<file path="src/rtl/uart_tx_feeder.sv">
// Buffered UART transmit front end: a circular byte FIFO feeding a launch
// sequencer that paces one tx_start pulse per frame against tx_busy.
module uart_tx_feeder #(
    parameter int DATA_WIDTH = 8,
    parameter int ADDR_WIDTH = 4
) (
    input  logic                  clk,
    input  logic                  reset,
    input  logic                  wr_en,
    input  logic [DATA_WIDTH-1:0] wr_data,
    input  logic                  clear_ovf,
    input  logic                  tx_busy,
    output logic                  tx_start,
    output logic [DATA_WIDTH-1:0] tx_data,
    output logic                  full,
    output logic                  empty,
    output logic [ADDR_WIDTH:0]   count,
    output logic                  overflow
);

    localparam int DEPTH = 2 ** ADDR_WIDTH;
    localparam logic [ADDR_WIDTH:0] FULL_COUNT = (ADDR_WIDTH + 1)'(DEPTH);

    typedef enum logic [1:0] {
        IDLE,
        LAUNCH,
        WAIT_BUSY,
        WAIT_DONE
    } state_t;

    state_t state_q, state_d;

    logic [DATA_WIDTH-1:0] mem [DEPTH];
    logic [ADDR_WIDTH-1:0] wr_ptr_q, rd_ptr_q;
    logic [ADDR_WIDTH:0]   count_q, count_d;
    logic                  full_q, empty_q, overflow_q;
    logic [DATA_WIDTH-1:0] tx_data_q;
    logic                  wr_accept, pop;

    // Full is the registered flag, so a pop in the same cycle cannot rescue a write.
    assign wr_accept = wr_en && !full_q;

    always_comb begin
        state_d = state_q;
        pop     = 1'b0;
        case (state_q)
            IDLE: begin
                if (!empty_q && !tx_busy) begin
                    pop     = 1'b1;
                    state_d = LAUNCH;
                end
            end
            LAUNCH:    state_d = WAIT_BUSY;
            WAIT_BUSY: if (tx_busy) state_d = WAIT_DONE;
            WAIT_DONE: if (!tx_busy) state_d = IDLE;
            default:   state_d = IDLE;
        endcase
    end

    assign count_d = count_q + {{ADDR_WIDTH{1'b0}}, wr_accept}
                             - {{ADDR_WIDTH{1'b0}}, pop};

    always_ff @(posedge clk) begin
        if (reset) begin
            state_q    <= IDLE;
            wr_ptr_q   <= '0;
            rd_ptr_q   <= '0;
            count_q    <= '0;
            full_q     <= 1'b0;
            empty_q    <= 1'b1;
            overflow_q <= 1'b0;
            tx_data_q  <= '0;
        end else begin
            state_q <= state_d;
            count_q <= count_d;
            full_q  <= (count_d == FULL_COUNT);
            empty_q <= (count_d == '0);
            if (wr_accept) wr_ptr_q <= wr_ptr_q + ADDR_WIDTH'(1);
            if (pop) begin
                rd_ptr_q  <= rd_ptr_q + ADDR_WIDTH'(1);
                tx_data_q <= mem[rd_ptr_q];
            end
            // A dropped write outranks a simultaneous clear.
            if (wr_en && full_q) overflow_q <= 1'b1;
            else if (clear_ovf)  overflow_q <= 1'b0;
        end
    end

    always_ff @(posedge clk) begin
        if (wr_accept) mem[wr_ptr_q] <= wr_data;
    end

    assign tx_start = (state_q == LAUNCH);
    assign tx_data  = tx_data_q;
    assign full     = full_q;
    assign empty    = empty_q;
    assign count    = count_q;
    assign overflow = overflow_q;

endmodule
</file>
<file path="config.mk">
export PLATFORM = sky130hd
export DESIGN_NAME = uart_tx_feeder
export DESIGN_NICKNAME = d
export VERILOG_FILES = /design/src/rtl/uart_tx_feeder.sv
export SDC_FILE = /design/constraint.sdc
export NUM_CORES = 1
export LEC_CHECK = 0
export ABC_AREA = 0
export ABC_CLOCK_PERIOD_IN_PS = 2600
export BUFFER_PORTS_ARGS = -buffer_cell sky130_fd_sc_hd__clkbuf_2
export CORE_ASPECT_RATIO = 1.4
export CORE_MARGIN = 3
export CORE_UTILIZATION = 45
export DETAILED_ROUTE_END_ITERATION = 7
export GPL_TIMING_DRIVEN = 1
export PLACE_DENSITY = 0.62
export SKIP_LAST_GASP = 1
export SLEW_MARGIN = 20
export SYNTH_ARGS = -nofsm -noshare
export SYNTH_HDL_FRONTEND = slang
export SYNTH_SLANG_ARGS = --single-unit
export TNS_END_PERCENT = 100
</file>
<file path="constraint.sdc">
create_clock -name clk -period 2.6 [get_ports clk]
set_input_delay 0.26 -clock clk [delete_from_list [all_inputs] [get_ports clk]]
set_output_delay 0.26 -clock clk [all_outputs]
set_load 0.02 [all_outputs]
</file>
# Word level (Yosys, flattened, before mapping)
# Memories as Yosys holds them, arrays and structs flattened. A register that Yosys moved wholly into a read port is not among the register bits.
# Cells that the tools add are included.
[totals] output_inout_bits=17 inputBits=13 wordCells=39 mem_bits_rw=128 mem_count=1 regBits=18
[classes] muxes=10 n_eq_ne=7 n_addsub=4 reduce_logical=10
[mem_list] name="mem" words=16 width=8 rd=1 rd_clocked_by_memory_dff=1 wr=1 line_no="33" text="logic [DATA_WIDTH-1:0] mem [DEPTH];"
[op_table] op="4-bit by 1-bit adder with 4-bit output, second input constant" n=2
[op_table] op="2-bit case mux with 4 select lines" n=1
[op_table] op="1-bit two-way mux" n=6
[op_table] op="2-bit two-way mux" n=3
[op_table] op="2-bit != test, second input constant" n=3
[op_table] op="5-bit by 1-bit adder with 5-bit output" n=1
[op_table] op="5-bit equality test, second input constant" n=1
[op_table] op="5-bit logical NOT" n=1
[op_table] op="5-bit by 1-bit subtractor with 5-bit output" n=1
[op_table] op="2-bit equality test, second input constant" n=2
[op_table] op="1-bit logical AND" n=3
[op_table] op="1-bit logical NOT" n=3
[op_table] op="3-bit AND reduction" n=1
[op_table] op="2-bit by 1-bit equality test with 1-bit output, second input constant" n=1
[op_table] op="2-bit logical NOT" n=1
[op_table] op="2-bit nonzero test" n=1

# Logic depth before layout (Yosys ltp)
# Gate-level depths: netlist (run 1).
[logic_depth] word_depth=6 depth_mapped=13 depth_no_buf=12

# Worst setup path after synthesis (run 1)
# No wires, ideal clock.
[synth_path] kind="register -> register" start="register state_q[0]" end="register empty_q (netlist: empty)" t_required_ns=2.484 path_slack_ns=-0.121 n_path_buf=1 period_less_slack_ns=2.721 arrival_time_ns=2.605 setup_ns=0.116 path_stages_with_launch=14 cell_sequence="dfxtp_1 -> inv_1 -> ha_1 -> nand2_1 -> buf_2 -> clkinv_1 -> ha_1 -> inv_1 -> ha_1 -> fa_1 -> a21o_1 -> a21oi_1 -> xnor2_1 -> a31o_2"
[synth_between] elab_chain_len=4
[synth_lines] element="start: declaration" line_no="31" text="state_t state_q, state_d;"
[synth_lines] element="start signal: assignment" line_no="74" text="state_q <= state_d;"
[synth_lines] element="2-bit logical NOT" line_no="46" text="case (state_q)"
[synth_lines] element="1-bit two-way mux" line_no="46"
[synth_lines] element="named net pop" line_no="38" text="logic wr_accept, pop;"
[synth_lines] element="5-bit by 1-bit subtractor with 5-bit output" line_no="61" text="- {{ADDR_WIDTH{1'b0}}, pop};"
[synth_lines] element="5-bit logical NOT" line_no="77" text="empty_q <= (count_d == '0);"
[synth_lines] element="end signal: assignment" line_no="77"
[synth_lines] element="end: declaration" line_no="36" text="logic full_q, empty_q, overflow_q;"
# The timed path passes the listed nets, and every way through them passes these cells.
# A chain may end at the register's enable or synchronous reset.

# Worst setup path in the final report (run 1)
# Same ends and word-level chain as after synthesis.

==> impl_metrics.yaml, run 1 <==
status:
  status: "complete, no violations"
critical_path:
  arrival_ps: 2820
  reg2reg_slack_ps: 80
  worst_setup_path_end_kind: "register"
  critPathMaxFanout: 4
  crit_required_ps: 2910
  start_kind: "register"
  path_class: "reg2reg"
synthesis:
  synth_cell_types: 34
  synth_area_per_cell_um2: 18.49
  yosysTopAreaCell: "edfxtp_1"
  synth_fp_nets: 368
  yosysWarnings: 0
  yosysSeqAreaShare_pct: 69.63
  synth_top_area_share_pct: 61.33
  synthFlopType: "edfxtp_1"
  syn_inst: 339
  ys_seq_elements: 154
  ys_top_cells_by_area: "edfxtp_1 (61%), mux4_1 (11%), dfxtp_1 (8.3%), ha_1 (3.0%), mux2i_1 (2.7%)"
  synth_edf_count: 128
  synth.cell_area_mm2: 0.006267
  async_flop_share_pct: 0
routing:
  vias_per_cell: 5.440
  drtIter0Drc: 244
  totalWireLength_um: 12230
  wl_per_cell_um: 20.80
  dr.pass1.iters: 4
  route.detailed.drc: 0
  ant_nets: 0
  vias: 3199
global_routing:
  overflow: 0
  grt_first_pass_wirelength_um: 18850
  gr-usage-all-layers_pct: 16.75
  antenna_found_initial: 0
  grt_start_max_net_pins: 36
  grt_pass1_vias: 3254
cells_and_area:
  multiInputGateArea_mm2: 0.001762
  seqCellArea_mm2: 0.004368
  fillCellCount: 1085
  layout_common_cells: "edfxtp_1 (128), clkbuf_2 (29), mux4_1 (27), nor2_1 (26)"
  num_antenna_cells: 0
  drive_gt1_share_pct: 24.38
  final_area_mm2: 0.007388
  syn2layout_area_growth_pct: 17.89
  layout.nets: 422
  layout_commonest_cell: "edfxtp_1"
  finalNonFillerCells: 588
power_and_ir_drop:
  powerDensity_mw_per_mm2: 950.7
  p_leak_nw: 2.555
  power_mw: 7.024
  max-vdd-ir-drop_v: 0.0004724
clock_network:
  ctsHoldBuffers: 0
  root_buffer: "clkbuf_16"
  clk_latency_ps: 410
  clkSinkCount: 154
  clock_path_buffers: 2
  cts_tree: "done"
  cts_made_buffers: 17
  clk_pin_slew_ps: 60
  htree_levels: 4
floorplanning:
  io_pins: 30
  initial_core_util_pct: 46.38
  die_area_mm2: 0.01540
  fp.coreArea_mm2: 0.01351
  dieHeight_um: 145.6
  rows: 50
  die_x_um: 105.7
sta:
  fin_crit_sh_pct: 96.83
  fin_crit_ps: 2518
  tns_ps: 0
  slew-limit-headroom_pct: 62.80
  drv_slew: 0
  max_freq_mhz: 397.2
  worstMarginPinSlew_ps: 558.0
  setup_violations: 0
  worst_slack_ps: 82.41
  clock_skew_ps: 7.081
  hold_viol: 0
placed_design:
  placed_cell_area_mm2: 0.006718
  post-dp-hpwl_um: 7568
  pre_cts_slack_ps: 47.78
  io_buffers: 29
  dp_cells: 556
  gp_congestion: 0.7621
flow_run:
  cap_violations: 0
hold_path:
  hold_class: "in2reg"
-- cells in the mapped netlist (7+ instances only) --
master,n
nand2_1,10
xor2_1,7
ha_1,15
inv_1,10
nand3b_1,9
nor2_1,26
mux2i_1,17
mux4_1,27
edfxtp_1,128
dfxtp_1,26
o221ai_1,8
clkbuf_1,7
-- logic make-up (layout without fill, tap and decap cells) --
family          after synthesis  count (layout)  share of synthesized area (%)
compound gates               18              18                          2.156
xor+xnor                     11              11                          1.537
fa+ha+maj                    16              16                          3.314
buf+inv                      29              96                          2.575
flops                       154             154                          69.63
mux                          50              50                          16.01
simple gates                 61              61                          4.771
-- sequential cells by signal (all words and copies together), names as in the netlist --
name and cells:
mem 128, tx_data 8, count 5, rd_ptr_q 4
wr_ptr_q 4, state_q 2, empty 1, full 1
overflow 1
-- per-stage QoR --
step	hold slack, ps	utilization, %
3_3_place_gp	458.8	49.71
6_report	96.55	54.68
3_5_place_dp	466.6	49.71
5_1_grt	107.3	54.68
2_1_floorplan	358.9	-
4_1_cts	90.38	54.53
-- final timing paths --
check	endpoint	depth (start not counted)	from
min	overflow	3	wr_en
min reg2reg	overflow	2	overflow
max	empty	12	state_q[0]
max reg2reg	empty	12	state_q[0]
-- worst max-delay path, cell delays in order, from the launching register on --
cell and delay, ps:
dfxtp_2 350, inv_1 80, ha_1 220, nand2_1 100
clkinv_2 70, ha_1 260, inv_1 40, ha_1 200
fa_2 360, a21o_1 200, a21oi_2 180, xnor2_2 100
a31o_2 240
-- layout make-up --
cell class              count  share of cell area (%)
well taps                 182                   3.082
multi-input cells         156                   23.84
clock buffers              18                   5.809
repair buffers             53                   4.572
inverters                  11                  0.5758
clock inverters            14                   2.997
flip-flops and latches    154                   59.12
-- layer usage --
metal  track usage, %  part of all wire, %  vias to the layer above
li1                 -                    -                     1459
met1            20.38                   41                     1632
met2            27.55                   52                       75
met3            4.350                  3.6                       33
met4            8.555                  3.9                        0
met5                0                    0                        -
-- timing repair --
| item | 4_1_cts | 5_1_grt |
|---|---|---|
| gates resized for setup | 0 | 5 |
| setup buffers | 0 | 0 |
| endpoints found under the setup margin | 0 | 3 |
-- power breakdown --
part | internal, mW | leakage, nW | switching [mW]
Combinational | 0.593 | 0.878 | 0.797
Clock | 1.71 | 0.307 | 0.956
Sequential | 2.87 | 1.37 | 0.103
(Power assumes the default switching activity.)
==> run 2: changes to the inputs <==
--- a/config.mk
+++ b/config.mk
@@ -6,14 +6,14 @@
 export NUM_CORES = 1
 export LEC_CHECK = 0
 export ABC_AREA = 0
-export ABC_CLOCK_PERIOD_IN_PS = 2600
+export ABC_CLOCK_PERIOD_IN_PS = 2200
 export BUFFER_PORTS_ARGS = -buffer_cell sky130_fd_sc_hd__clkbuf_2
 export CORE_ASPECT_RATIO = 1.4
 export CORE_MARGIN = 3
-export CORE_UTILIZATION = 45
+export CORE_UTILIZATION = 40
 export DETAILED_ROUTE_END_ITERATION = 7
 export GPL_TIMING_DRIVEN = 1
-export PLACE_DENSITY = 0.62
+export PLACE_DENSITY = 0.56
 export SKIP_LAST_GASP = 1
 export SLEW_MARGIN = 20
 export SYNTH_ARGS = -nofsm -noshare
==> constraint.sdc (replaced) <==
create_clock -name clk -period 2.2 [get_ports clk]
set_input_delay 0.22 -clock clk [delete_from_list [all_inputs] [get_ports clk]]
set_output_delay 0.22 -clock clk [all_outputs]
set_load 0.02 [all_outputs]
==> impl_metrics.yaml, run 2 (synthesis results as in run 1) <==
status:
  status: "finished, violations left"
  violations: "negative setup slack"
routing:
  totalWireLength_um: 12000
  wl_per_cell_um: 19.93
  vias_per_cell: 5.251
  dr.pass1.iters: 5
  vias: 3161
  route.detailed.drc: 0
  drtIter0Drc: 170
  ant_nets: 0
power_and_ir_drop:
  power_mw: 8.036
  combinationalPowerShare_pct: 22.0
  seqPwrFrac_pct: 43.5
  swShare_pct: 28.39
  powerDensity_mw_per_mm2: 1084
  p_int_mw: 5.754
  p_leak_nw: 2.545
  power_switching_mw: 2.282
  max-vdd-ir-drop_v: 0.0005665
  clock_power_share_pct: 34.5
floorplanning:
  fp.coreArea_mm2: 0.01519
  dieHeight_um: 154.1
  die_area_mm2: 0.01723
  rows: 53
  io_pins: 30
  die_x_um: 111.8
  initial_core_util_pct: 41.27
sta:
  hold_viol: 0
  slew-limit-headroom_pct: 62.51
  rsz0062_at_grt: "true"
  fin_crit_sh_pct: 100.7
  max_freq_mhz: 451.3
  clock_skew_ps: 8.645
  fin_crit_ps: 2216
  setup_violations: 1
  worstMarginPinSlew_ps: 560.3
  worst_slack_ps: -15.73
  drv_slew: 0
  tns_ps: -15.73
cells_and_area:
  fin_util_pct: 48.80
  multiInputGateArea_mm2: 0.001807
  largest_reg_flops: 128
  syn2layout_area_growth_pct: 18.25
  drive_gt1_share_pct: 26.83
  regMostFlops: "mem"
  layout.nets: 426
  finalNonFillerCells: 602
  num_antenna_cells: 0
  fillCellCount: 1251
  seqCellArea_mm2: 0.004368
  layout_common_cells: "edfxtp_1 (128), clkbuf_2 (29), mux4_1 (27), nor2_1 (26), buf_4 (26)"
  layout_commonest_cell: "edfxtp_1"
global_routing:
  grt_start_max_net_pins: 36
  grt_pass1_vias: 3382
  gr-usage-all-layers_pct: 14.76
  overflow: 0
  grt_first_pass_wirelength_um: 18910
  antenna_found_initial: 0
flow_run:
  cap_violations: 0
placed_design:
  dp_cells: 569
  io_buffers: 29
  post-dp-hpwl_um: 7468
  gp_congestion: 0.7415
critical_path:
  critPathMaxFanout: 3
  arrival_ps: 2520
  path_class: "reg2reg"
  crit_required_ps: 2510
  reg2reg_depth: 12
  worst_setup_path_end_kind: "register"
  start_kind: "register"
clock_network:
  clk_pin_slew_ps: 70
  cts_made_buffers: 17
  clkSinkCount: 154
  ctsHoldBuffers: 0
  clk_latency_ps: 410
  htree_levels: 4
  cts_tree: "done"
  clock_path_buffers: 2
  root_buffer: "clkbuf_16"
hold_path:
  hold_class: "in2reg"
  hold_path_depth: 2
[run 2: path summary, 6_finish.rpt]
| path | startpoint | endpoint | slack [ps] |
|---|---|---|---|
| setup / recovery | state_q[0] | empty | -20 |
| hold / removal | reset | rd_ptr_q[3] | 50 |
| setup reg to reg | state_q[0] | empty | -20 |
| hold reg to reg | overflow | overflow | 470 |
[run 2: per-stage QoR]
| stage | hold WS [ps] | setup slack [ps] | area [um2] |
|---|---|---|---|
| 3_3_place_gp | 445.3 | 2.942 | 6815 |
| 3_5_place_dp | 461.6 | -46.04 | 6815 |
| 6_report | 46.19 | -15.73 | 7411 |
| 2_1_floorplan | 318.9 | -88.27 | 6329 |
| 5_1_grt | 37.83 | -109.5 | 7411 |
| 4_1_cts | 18.09 | -61.44 | 7403 |
[run 2: layout make-up]
type	instances	share of cell area [%]
repair buffers	57	5.133
clock buffers	17	5.740
inverters	11	0.6247
well taps	192	3.242
flip-flops and latches	154	58.94
clock inverters	15	1.942
multi-input cells	156	24.38
[run 2: critical path, cell delays in order (launching register included)]
cell,delay (ps)
dfxtp_2,340
inv_2,50
ha_4,160
nand2_4,80
clkinv_4,60
ha_4,250
inv_2,30
ha_4,150
fa_2,350
a21o_1,180
a21oi_2,160
xnor2_2,100
a31o_2,210
[run 2: what timing repair did]
| action | CTS | global route |
|---|---|---|
| gates resized for setup | 3 | 0 |
| setup endpoints to repair | 2 | 3 |
| buffers inserted | 0 | 1 |
| pin swaps | 4 | 4 |
| endpoints found under the hold margin | 0 | 0 |
[run 2: per-layer routing]
metal | wire length [um] | GRT usage [%]
met5 | 0 | 0
met4 | 141 | 4.696
met3 | 473 | 3.268
met2 | 6521 | 26.70
met1 | 4859 | 17.38
[run 2: power groups by stage]
stage	Sequential (mW)	Clock (mW)	Combinational, mW
2_1_floorplan	3.66	0	1.11
3_3_place_gp	3.55	0	1.67
3_5_place_dp	3.56	0	1.71
4_1_cts	3.50	2.85	1.79
5_1_grt	3.52	2.98	1.95
6_report	3.50	2.77	1.76
==> run 3: changes to the inputs <==
==> constraint.sdc (replaced) <==
create_clock -name clk -period 2.2 [get_ports clk]
set_input_delay 0.11 -clock clk [delete_from_list [all_inputs] [get_ports clk]]
set_output_delay 0.11 -clock clk [all_outputs]
set_load 0.02 [all_outputs]
==> impl_metrics.yaml, run 3 (synthesis results as in run 1) <==
clock_network:
  clk_pin_slew_ps: 60
  cts_tree: "done"
  clock_path_buffers: 2
  cts_made_buffers: 17
  clkSinkCount: 154
  clk_latency_ps: 420
  root_buffer: "clkbuf_16"
  htree_levels: 4
hold_path:
  holdCritStartpoint: "wr_data[5]"
  hold_path_depth: 1
  whs_endpoint: "mem[11][5]"
  hold_class: "in2reg"
routing:
  vias: 3152
  route.detailed.drc: 0
  drtIter0Drc: 165
  totalWireLength_um: 12120
  dr.pass1.iters: 4
  ant_nets: 0
  wl_per_cell_um: 20.00
  vias_per_cell: 5.201
cells_and_area:
  syn2layout_area_growth_pct: 20.90
  multiInputGateArea_mm2: 0.001807
  regMostFlops: "mem"
  finalNonFillerCells: 606
  layout.nets: 430
  fin_util_pct: 49.90
  layout_commonest_cell: "edfxtp_1"
  drive_gt1_share_pct: 26.57
  largest_reg_flops: 128
  num_antenna_cells: 0
  seqCellArea_mm2: 0.004368
  layout_common_cells: "edfxtp_1 (128), clkbuf_2 (29), mux4_1 (27), buf_4 (27), nor2_1 (26)"
  fillCellCount: 1263
placed_design:
  dp_cells: 569
  post-dp-hpwl_um: 7609
  pre_cts_slack_ps: -63.71
  io_buffers: 29
  gp_congestion: 0.7428
global_routing:
  grt_first_pass_wirelength_um: 18640
  grt_start_max_net_pins: 36
  antenna_found_initial: 0
  grt_pass1_vias: 3299
  gr-usage-all-layers_pct: 14.66
  overflow: 0
critical_path:
  worst_setup_path_end_kind: "register"
  arrival_ps: 2550
  path_class: "reg2reg"
  crit_slowest_cell: "fa_2"
  crit_required_ps: 2510
  start_kind: "register"
  critPathMaxStageDelay_ps: 340
  reg2reg_depth: 12
  worstReg2RegStart: "state_q[1]"
  reg2reg_slack_ps: -40
  path_cells: "inv_2, ha_4, nand2_4, clkinv_4, ha_4, inv_2, ha_4, fa_2, a21o_1, a21oi_2, xnor2_2, a31o_2"
  r2r_end: "empty"
  crit_top_cell: "ha_4"
  critPathMaxFanout: 3
floorplanning:
  initial_core_util_pct: 41.27
  rows: 53
  die_area_mm2: 0.01723
  die_x_um: 111.8
  dieHeight_um: 154.1
  fp.coreArea_mm2: 0.01519
  io_pins: 30
sta:
  fin_crit_sh_pct: 101.7
  tns_ps: -52.24
  slew-limit-headroom_pct: 58.07
  worst_hold_slack_ps: 132.4
  hold_viol: 0
  setup_violations: 2
  clock_skew_ps: 8.109
  max_freq_mhz: 447.0
  worst_slack_ps: -37.28
  rsz0062_at_grt: "true"
  drv_slew: 0
  worstMarginPinSlew_ps: 626.6
  fin_crit_ps: 2237
flow_run:
  cap_violations: 0
status:
  status: "finished, violations left"
  violations: "negative setup slack"
power_and_ir_drop:
  p_leak_nw: 2.630
  powerDensity_mw_per_mm2: 1151
  max-vdd-ir-drop_v: 0.0006680
==> run 3: worst max-delay path by stage <==
| stage | startpoint | end | slack, ps | cells after the start |
|---|---|---|---|---|
| 4_1_cts | state_q[0] | full | -90 | 12 |
| 5_1_grt | state_q[1] | full | -130 | 12 |
| 6_report | state_q[1] | empty | -40 | 12 |
| 2_1_floorplan | state_q[1] | empty | -90 | 13 |
| 3_3_place_gp | state_q[1] | empty | 1 | 12 |
| 3_5_place_dp | state_q[0] | full | -60 | 12 |
==> run 3: area by class of cell <==
class / instances / share of cell area [%]
multi-input cells: 156 / 23.84
repair buffers: 61 / 5.515
clock buffers: 19 / 5.713
inverters: 11 / 0.6110
well taps: 192 / 3.170
clock inverters: 13 / 3.501
flip-flops and latches: 154 / 57.65
==> run 3: timing repair <==
| action | 4_1_cts | 5_1_grt |
|---|---|---|
| resized for setup | 3 | 0 |
| setup endpoints to repair | 2 | 3 |
| hold buffers | 3 | 0 |
| pin swaps | 5 | 4 |
| buffers inserted | 2 | 0 |
| endpoints found under the hold margin | 2 | 0 |
| cloned | 0 | 0 |
==> run 3: report_power, final <==
part           switching [mW]  leakage (nW)  internal (mW)
sequential              0.113          1.37           3.39
clock                    1.16         0.338           2.26
combinational           0.993         0.922          0.806
==> run 3: metrics by stage <==
step                      cell area (um2)  total power [mW]
after floorplan                      6329             4.765
after global placement               6815             5.229
after detailed placement             6815             5.289
after CTS                            7577             8.822
after global routing                 7577             9.109
final                                7577             8.720
==> run 3: critical path: cells and delay by family (launching register included) <==
kind,cells,cell delay [ps]
buffers and inverters,3,150
xor gates and xnor gates,1,110
AOI/OAI and AO/OA,3,560
adders and majority gates,4,900
and+or+nand+nor,1,80
DFF,1,330
==> run 3: metal layers <==
metal	wire (um)	global-route usage [%]	up-vias
met5	0	0	-
met3	455	3.976	14
li1	-	-	1468
met4	200	5.391	0
met2	6538	25.90	63
met1	4924	17.00	1607
